**config.mk**
```make
export PLATFORM = sky130hd
export DESIGN_NAME = instr_fetch
export DESIGN_NICKNAME = d
export VERILOG_FILES = /design/src/rtl/instr_fetch_pkg.sv /design/src/rtl/if_skid_buf.sv /design/src/rtl/instr_fetch.sv
export SDC_FILE = /design/constraint.sdc
export NUM_CORES = 1
export LEC_CHECK = 0
export BUFFER_PORTS_ARGS = -buffer_cell sky130_fd_sc_hd__clkbuf_2
export CORE_UTILIZATION = 50
export CTS_BUF_LIST = sky130_fd_sc_hd__clkbuf_2
export DETAILED_ROUTE_END_ITERATION = 16
export PLACE_DENSITY = 0.81
export SLEW_MARGIN = 20
export SYNTH_ARGS = -nofsm -noshare
export SYNTH_HDL_FRONTEND = slang
export SYNTH_SLANG_ARGS = --single-unit
```
**constraint.sdc**
```tcl
create_clock -name iClk -period 3.5 [get_ports iClk]
set_clock_uncertainty 0.05 [all_clocks]
set_input_delay 0 -clock iClk [delete_from_list [all_inputs] [get_ports iClk]]
set_output_delay 0 -clock iClk [all_outputs]
set_load 0.05 [all_outputs]
```
**src/rtl/instr_fetch_pkg.sv**
```systemverilog
// instr_fetch_pkg: fetch/decode bundle, fetch FSM states and the ISA constants shared by the fetch stage.
package instr_fetch_pkg;
   localparam int RegWidth = 32;
   localparam logic [31:0] NopInstr = 32'h0000_0013;
   typedef struct packed {
      logic [RegWidth-1:0] pc;
      logic [RegWidth-1:0] pc_plus4;
      logic [31:0]         instruction;
      logic                valid;
   } if_id_t;
   typedef enum logic [2:0] {S_RESET, S_FETCH, S_HOLD, S_DISCARD, S_FAULT} fetch_state_t;
endpackage

```
**src/rtl/if_skid_buf.sv**
```systemverilog
// if_skid_buf: one-entry holding register for a fetched word that decode could not take yet.
module if_skid_buf
   import instr_fetch_pkg::*;
(
   input  logic   i_clk,
   input  logic   i_rst_n,
   input  logic   i_en,
   input  logic   i_load,
   input  logic   i_clr,
   input  logic   i_unload,
   input  if_id_t i_data,
   output if_id_t o_data,
   output logic   o_valid
);
   if_id_t r_data;
   logic   r_valid;
   always_ff @(posedge i_clk) begin
      if (!i_rst_n) begin
         r_valid <= 1'b0;
         r_data  <= '0;
      end else if (i_en) begin
         if (i_clr || i_unload) r_valid <= 1'b0;
         else if (i_load) begin
            r_valid <= 1'b1;
            r_data  <= i_data;
         end
      end
   end
   assign o_data  = r_data;
   assign o_valid = r_valid;
endmodule

```
**src/rtl/instr_fetch.sv**
```systemverilog
// instr_fetch: PC owner and req/ack fetch FSM feeding decode, with stall skid and branch redirect.
// Define IF_MISALIGN_CHECK_EN to trap redirects to non-word-aligned targets into a sticky fault.
module instr_fetch
   import instr_fetch_pkg::*;
#(
   parameter logic [RegWidth-1:0] ResetVector = 32'h0000_0000
) (
   input  logic                iClk,
   input  logic                nRst,
   input  logic                iEn,
   input  logic                iStall,
   input  logic                iBrTrue,
   input  logic [RegWidth-1:0] iBrTarget,
   output logic                oMemReq,
   output logic [RegWidth-1:0] oMemAddr,
   input  logic                iMemAck,
   input  logic [31:0]         iMemData,
   output if_id_t              oID,
   output logic                oMisaligned
);
   fetch_state_t        r_state;
   logic [RegWidth-1:0] r_pc, r_target;
   if_id_t              r_id;
   logic [RegWidth-1:0] w_tgt, w_pc4;
   logic                w_mis, w_redir, w_skid_valid;
   if_id_t              w_fetched, w_skid_q;

   assign w_pc4     = r_pc + 32'd4;
   assign w_fetched = '{pc: r_pc, pc_plus4: w_pc4, instruction: iMemData, valid: 1'b1};
   assign w_redir   = iBrTrue && (r_state == S_FETCH || r_state == S_HOLD || r_state == S_DISCARD);

`ifdef IF_MISALIGN_CHECK_EN
   logic r_mis;
   assign w_tgt = iBrTarget;
   assign w_mis = |iBrTarget[1:0];
   always_ff @(posedge iClk) begin
      if (!nRst) r_mis <= 1'b0;
      else if (iEn && w_redir && w_mis) r_mis <= 1'b1;
   end
   assign oMisaligned = r_mis;
`else
   assign w_tgt       = iBrTarget & ~32'h3;
   assign w_mis       = 1'b0;
   assign oMisaligned = 1'b0;
`endif

   if_skid_buf u_skid (
      .i_clk    (iClk),
      .i_rst_n  (nRst),
      .i_en     (iEn),
      .i_load   (!w_redir && r_state == S_FETCH && iMemAck && iStall),
      .i_clr    (w_redir),
      .i_unload (!w_redir && r_state == S_HOLD && !iStall),
      .i_data   (w_fetched),
      .o_data   (w_skid_q),
      .o_valid  (w_skid_valid)
   );

   always_ff @(posedge iClk) begin
      if (!nRst) begin
         r_state  <= S_RESET;
         r_pc     <= ResetVector;
         r_target <= ResetVector;
         r_id     <= '{pc: '0, pc_plus4: 32'd4, instruction: NopInstr, valid: 1'b0};
      end else if (iEn) begin
         if (w_redir) begin
            r_id.valid <= 1'b0;
            if (w_mis) r_state <= S_FAULT;
            else if (r_state == S_HOLD || iMemAck) begin
               r_pc    <= w_tgt;
               r_state <= S_FETCH;
            end else begin
               // the in-flight word must still be acked and thrown away
               r_target <= w_tgt;
               r_state  <= S_DISCARD;
            end
         end else begin
            case (r_state)
               S_RESET: r_state <= S_FETCH;
               S_FETCH: begin
                  if (iMemAck) begin
                     r_pc <= w_pc4;
                     if (iStall) r_state <= S_HOLD;
                     else r_id <= w_fetched;
                  end else if (!iStall) r_id.valid <= 1'b0;
               end
               S_HOLD: begin
                  if (!iStall) begin
                     r_id       <= w_skid_q;
                     r_id.valid <= w_skid_valid;
                     r_state    <= S_FETCH;
                  end
               end
               S_DISCARD: begin
                  if (iMemAck) begin
                     r_pc    <= r_target;
                     r_state <= S_FETCH;
                  end
               end
               default: ;
            endcase
         end
      end
   end

   assign oMemReq  = r_state == S_FETCH || r_state == S_DISCARD;
   assign oMemAddr = r_pc;
   assign oID      = r_id;
endmodule

```
# == After elaboration in Yosys (flattened, before gate mapping) ==
# Index checks and enable logic that the tools add are counted.
# totals
memories,0
latchBits,0
inputBits,70
register_bits,259
rom_bits,0
elab_cells,74
out_inout_bits,131
ram_bits,0
# op_classes
reduce_logical,26
n_addsub,1
bitwise_logic,3
magnitude_cmp,0
div_mod_pow,0
multipliers,0
n_eq_ne,12
n_shift,0
muxes,21
# op_table
op,n
$mux W97,2
$pmux W97 S2,1
$mux W32,4
$mux W96,1
$pmux W32 S2,1
$add A32 B3 Y32 const B,1
$mux W3,5
$ne A3 B2 Y1 const B,5
$pmux W3 S4,1
$reduce_and A6 Y1,2
$ne A2 B2 Y1 const B,4
$eq A3 B2 Y1 const B,2
$logic_and A1 B1 Y1,6
$reduce_and A3 Y1,2
$reduce_bool A3 Y1,2
$logic_or A1 B1 Y1,5
$mux W1,5
$reduce_and A5 Y1,1
$reduce_bool A5 Y1,1
$reduce_and A4 Y1,1
$reduce_bool A2 Y1,2
$eq A3 B1 Y1 const B,1
$logic_not A3 Y1,1
$not A1 Y1,3
3 further kinds,4

# == Longest topological paths before layout ==
# logic_depth
ltp_word,10
depth_mapped,10

# == Cells and area by module ==
# A second synthesis with hierarchy kept.
# unflattened
cells_unflattened,1411
hier_area_um2,11856.4
# modules_own_cells
module,cells_each,seq_area_each_um2,area_per_inst_um2,instances
instr_fetch,985,3183.1,7960.1,1
if_skid_buf,426,1961.9,3896.2,1

# == Worst setup path before layout ==
# OpenSTA, ideal clock, no wires.
# synth_path
path_type,register to register
from,register r_state[0]
to,register r_id (netlist bit oID[10])
setup_slack_ns,1.510
path_buffers,4
t_arrival_ns,1.802
stages_incl_launch_ff,10
cell_sequence,dfxtp_1 inv_1 ha_1 buf_2 o21ai_0 and4_1 buf_2 buf_2 buf_1 a211oi_1
# synth_between
elab_chain_cells,6
# synth_rtl
element,line_no,source
"start, declared",instr_fetch.sv:21,fetch_state_t r_state;
"start signal, assigned",instr_fetch.sv:61,r_state <= S_RESET;
"start signal, assigned",instr_fetch.sv:68,if (w_mis) r_state <= S_FAULT;
"start signal, assigned",instr_fetch.sv:71,r_state <= S_FETCH;
$eq A3 B1 Y1 / $eq A3 B2 Y1 (equally long branches),"instr_fetch.sv:30, instr_fetch.sv:78",
$logic_or A1 B1 Y1 (2 in a row),instr_fetch.sv:30,assign w_redir = iBrTrue && (r_state == S_FETCH || r_state == S_HOLD || r_state == S_DISCARD);
$logic_and A1 B1 Y1,instr_fetch.sv:30,
$not A1 Y1 (no source line),--,
$reduce_and A6 Y1 (no source line),--,
"end signal, assigned",instr_fetch.sv:64,"r_id <= '{pc: '0, pc_plus4: 32'd4, instruction: NopInstr, valid: 1'b0};"
"end signal, assigned",instr_fetch.sv:84,else r_id <= w_fetched;
"end signal, assigned",instr_fetch.sv:89,r_id <= w_skid_q;
"end, declared",instr_fetch.sv:23,if_id_t r_id;
# Parallel ways exist; a longest one is shown, timed or not.
# A chain may end at the register's enable or synchronous reset.

# == Worst setup path in the final report ==
# layout_path
from,register r_state[0]
to,register r_target[9]
# layout_between
elab_chain_cells,5
# layout_rtl
element,line_no,source
$eq A3 B1 Y1 / $eq A3 B2 Y1 (equally long branches),"instr_fetch.sv:30, instr_fetch.sv:69",
$logic_or A1 B1 Y1 (2 in a row),instr_fetch.sv:30,
$logic_and A1 B1 Y1,instr_fetch.sv:30,
$reduce_and A3 Y1 (no source line) (*),--,
"end signal, assigned",instr_fetch.sv:63,r_target <= ResetVector;
"end signal, assigned",instr_fetch.sv:74,r_target <= w_tgt;
"end, declared",instr_fetch.sv:22,"logic [RegWidth-1:0] r_pc, r_target;"
# Mark *: on every way between the ends. The rest lies on a longest branch, timed or not.

==> out/qor.csv <==
stage,metric,value,unit
timing,drv_slew,0,
job,drv_cap,0,
floorplanning,dieArea,23700,um2
grt,grt_pass1_vias,12484,
timing,rsz0062_at_grt,no,
logic_synthesis,yosysSeqAreaShare,43.0,%
routing,drt_iter0_markers,1511,
logic_synthesis,async_reset_ff_share,0,%
logic_synthesis,synthTopCellsByCount,"258 x nand2_1, 248 x dfxtp_1, 146 x a21oi_1",
cells_and_area,fillers,1722,
critical_path,cp-end-kind,flop,
cells_and_area,multi_input_area,5730,um2
timing,tns,0,ns
clocking,cts_num_sinks,248,
hold_path,hold_start,iMemData[28],
logic_synthesis,yosysWarnings,0,
cells_and_area,final-seq-area,4960,um2
cells_and_area,drive_above_1_share,19.2,%
critical_path,arrival,4.02,ns
grt,grt_pass1_wl,65.4,mm
critical_path,critPathKind,flop to flop,
clocking,root_buffer,clkbuf_2,
grt,grt_max_degree,107,
logic_synthesis,synth_most_common_cell,nand2_1,
timing,slew_headroom,41.3,%
routing,drcViolationCount,0,
timing,fmax,303,MHz
logic_synthesis,ys_ff_latch,248,
floorplanning,die_w,154,um
logic_synthesis,syn_area_per_cell,8.02,um2
logic_synthesis,synth_top_area_share,43.0,%
floorplanning,core,22600,um2
critical_path,r2r_slack,0.20,ns
logic_synthesis,synth_top_cell_by_area,dfxtp_1,
cells_and_area,fin_util,66.5,%
logic_synthesis,synth_cells,1439,
hold_path,holdPathStages,4,
routing,antenna_left,0,
timing,period_needed,3.30,ns
clocking,numCtsBuffers,67,
routing,num_vias,12825,
logic_synthesis,yosysUniqueCellTypes,65,
routing,drt-wirelength-per-cell,19.6,um
critical_path,startpoint_type,flop,
pwr,leakagePower,5.61,nW
timing,setup_viol,0,
place,gp_congestion,0.859,
routing,wl,41.3,mm
logic_synthesis,syn_area,11500,um2
grt,grt_use_total,34.9,%
pwr,vdd_drop_max,0.000318,V
critical_path,r2r_cells,11,
timing,worst_slew_pin_slew,0.880,ns
logic_synthesis,ys_top_cells_by_area,"dfxtp_1 43%, nand2_1 8.4%, a21oi_1 6.3%",
logic_synthesis,synth_edf_count,0,
pwr,cellPowerDensity,496,nW/um2
critical_path,cp.required,4.22,ns
run_status,outcome,finished clean,
place,port_buffers,191,
floorplanning,dieHeight,154,um
clocking,cts_tree,yes,
floorplanning,rows,55,
hold_path,hp-class,input port to flop,
grt,overflow,0,
floorplanning,start_util,51.0,%
clocking,cts.clk_slew.worst_paths,0.11,ns
clocking,cts_setup_buffers,0,
grt,antenna_found_initial,3,
clocking,clk_latency,0.86,ns
place,place_hpwl,21.8,mm
place,dp_cells,1782,
floorplanning,io_pins,201,
critical_path,regToRegStartpoint,r_state[0]$_SDFFE_PN0P_,
clocking,htree_levels,3,
routing,viasPerCell,6.08,
cells_and_area,area_growth,30.4,%
cells_and_area,nets,1854,
timing,period_share,94.2,%
clocking,clockBufferDepth,3,
critical_path,rr_endpoint,r_target[9]$_SDFFE_PN0P_,
logic_synthesis,synth_ff_type,dfxtp_1,
critical_path,critPathMaxFanout,30,
cells_and_area,finalNonFillerCells,2108,
hold_path,hold_end,oID[29]$_SDFFE_PN0P_,
routing,firstDrtPassIters,6,
timing,finalHoldViolCount,0,
-- power by group --
group | internal, mW | total (mW) | switching [mW]
registers | 3.02 | 3.20 | 0.189
logic | 0.655 | 2.18 | 1.52
clock network | 0.792 | 2.08 | 1.28
total | 4.46 | 7.46 | 3.00
-- area by class of cell --
cell class,instances,area share [%]
Clock buffer,95,3.16
Tap cell,285,2.37
Multi-Input combinational cell,1011,38.1
Inverter,18,0.482
Antenna cell,2,0.0333
Sequential cell,248,33.0
Timing Repair Buffer,433,22.3
Clock inverter,16,0.607
-- flip-flops by register name, summed over array words and instances (netlist names) --
| name | count |
|---|---|
| oID | 93 |
| u_skid.o_data | 92 |
| oMemAddr | 30 |
| r_target | 30 |
| r_state | 2 |
| u_skid.o_valid | 1 |
-- kinds of logic after synthesis --
kind of cell / synth area share, %
AND/OR/NAND/NOR: 20.8
AO/OA/AOI/OAI: 20.9
flip-flops: 43.0
buffers and inverters: 7.84
multiplexers: 5.81
XOR/XNOR: 1.06
adder cells (fa/ha/maj): 0.542
other: 0.0325
-- per-stage QoR --
| step | power (mW) | setup WS (ns) | instance area [um2] | hold slack [ns] |
|---|---|---|---|---|
| after floorplan | 4.71 | 1.51 | 11600 | 0.0860 |
| after global placement | 5.13 | 0.802 | 12300 | 0.186 |
| after detailed placement | 5.17 | 0.714 | 12300 | 0.193 |
| after CTS | 7.32 | 0.340 | 15000 | 0.00107 |
| after global routing | 7.76 | 0.0230 | 15100 | 0.0553 |
| final | 7.46 | 0.203 | 15100 | 0.0359 |
-- worst max-delay path by stage --
stage	start	endpoint	slack (ns)	cells past startpoint
CTS	r_state[0]$_SDFFE_PN0P_	r_target[11]$_SDFFE_PN0P_	0.34	11
global route	r_state[0]$_SDFFE_PN0P_	r_target[8]$_SDFFE_PN0P_	0.02	11
detailed placement	r_state[0]$_SDFFE_PN0P_	oMemAddr[16]$_SDFFE_PN0P_	0.71	8
global placement	r_state[0]$_SDFFE_PN0P_	oID[51]$_SDFFE_PN0P_	0.80	7
floorplan	r_state[0]$_SDFFE_PN0P_	oID[10]$_SDFFE_PN0P_	1.51	9
finish	r_state[0]$_SDFFE_PN0P_	r_target[9]$_SDFFE_PN0P_	0.20	11
-- worst max-delay path, cell delays in order, from the launching register on --
cell,delay (ns)
dfxtp_1,0.39
inv_1,0.11
ha_1,0.26
nor2b_2,0.14
buf_4,0.36
nand2_1,0.14
nor3_2,0.17
buf_4,0.23
nand2_1,0.06
dlygate4sd3_1,0.56
a21oi_1,0.18
dlygate4sd3_1,0.61
-- cells in the final DEF, fill, tap and decap left out, types with 8 or more instances in the layout --
master | netlist | layout
a211oi_1 | 61 | 61
a21oi_1 | 146 | 146
a31oi_1 | 14 | 14
buf_4 | 37 | 25
clkbuf_2 | 0 | 286
clkinv_1 | 2 | 13
dfxtp_1 | 248 | 248
dlygate4sd3_1 | 0 | 213
inv_1 | 15 | 15
mux2i_1 | 67 | 67
nand2_1 | 258 | 258
nand3_1 | 44 | 44
nand4_1 | 9 | 9
nor2_1 | 112 | 111
nor3_1 | 39 | 38
o211ai_1 | 23 | 23
o21a_1 | 13 | 13
o21ai_0 | 71 | 71
o21ai_1 | 8 | 8
xnor2_1 | 11 | 11
-- per-layer routing --
layer	GRT usage (%)	up-vias	part of all wire, %
met5	0	-	0.031
met4	23.1	2	6.5
met3	7.19	249	9.3
met2	57.1	907	47
met1	41.6	5949	37
li1	-	5718	-
-- repair_timing --
item,4_1_cts,5_1_grt
hold buffers,213,0
hold endpoints to repair,201,0
resized for setup,0,0
No activity file was read; power rests on OpenSTA's default activity.
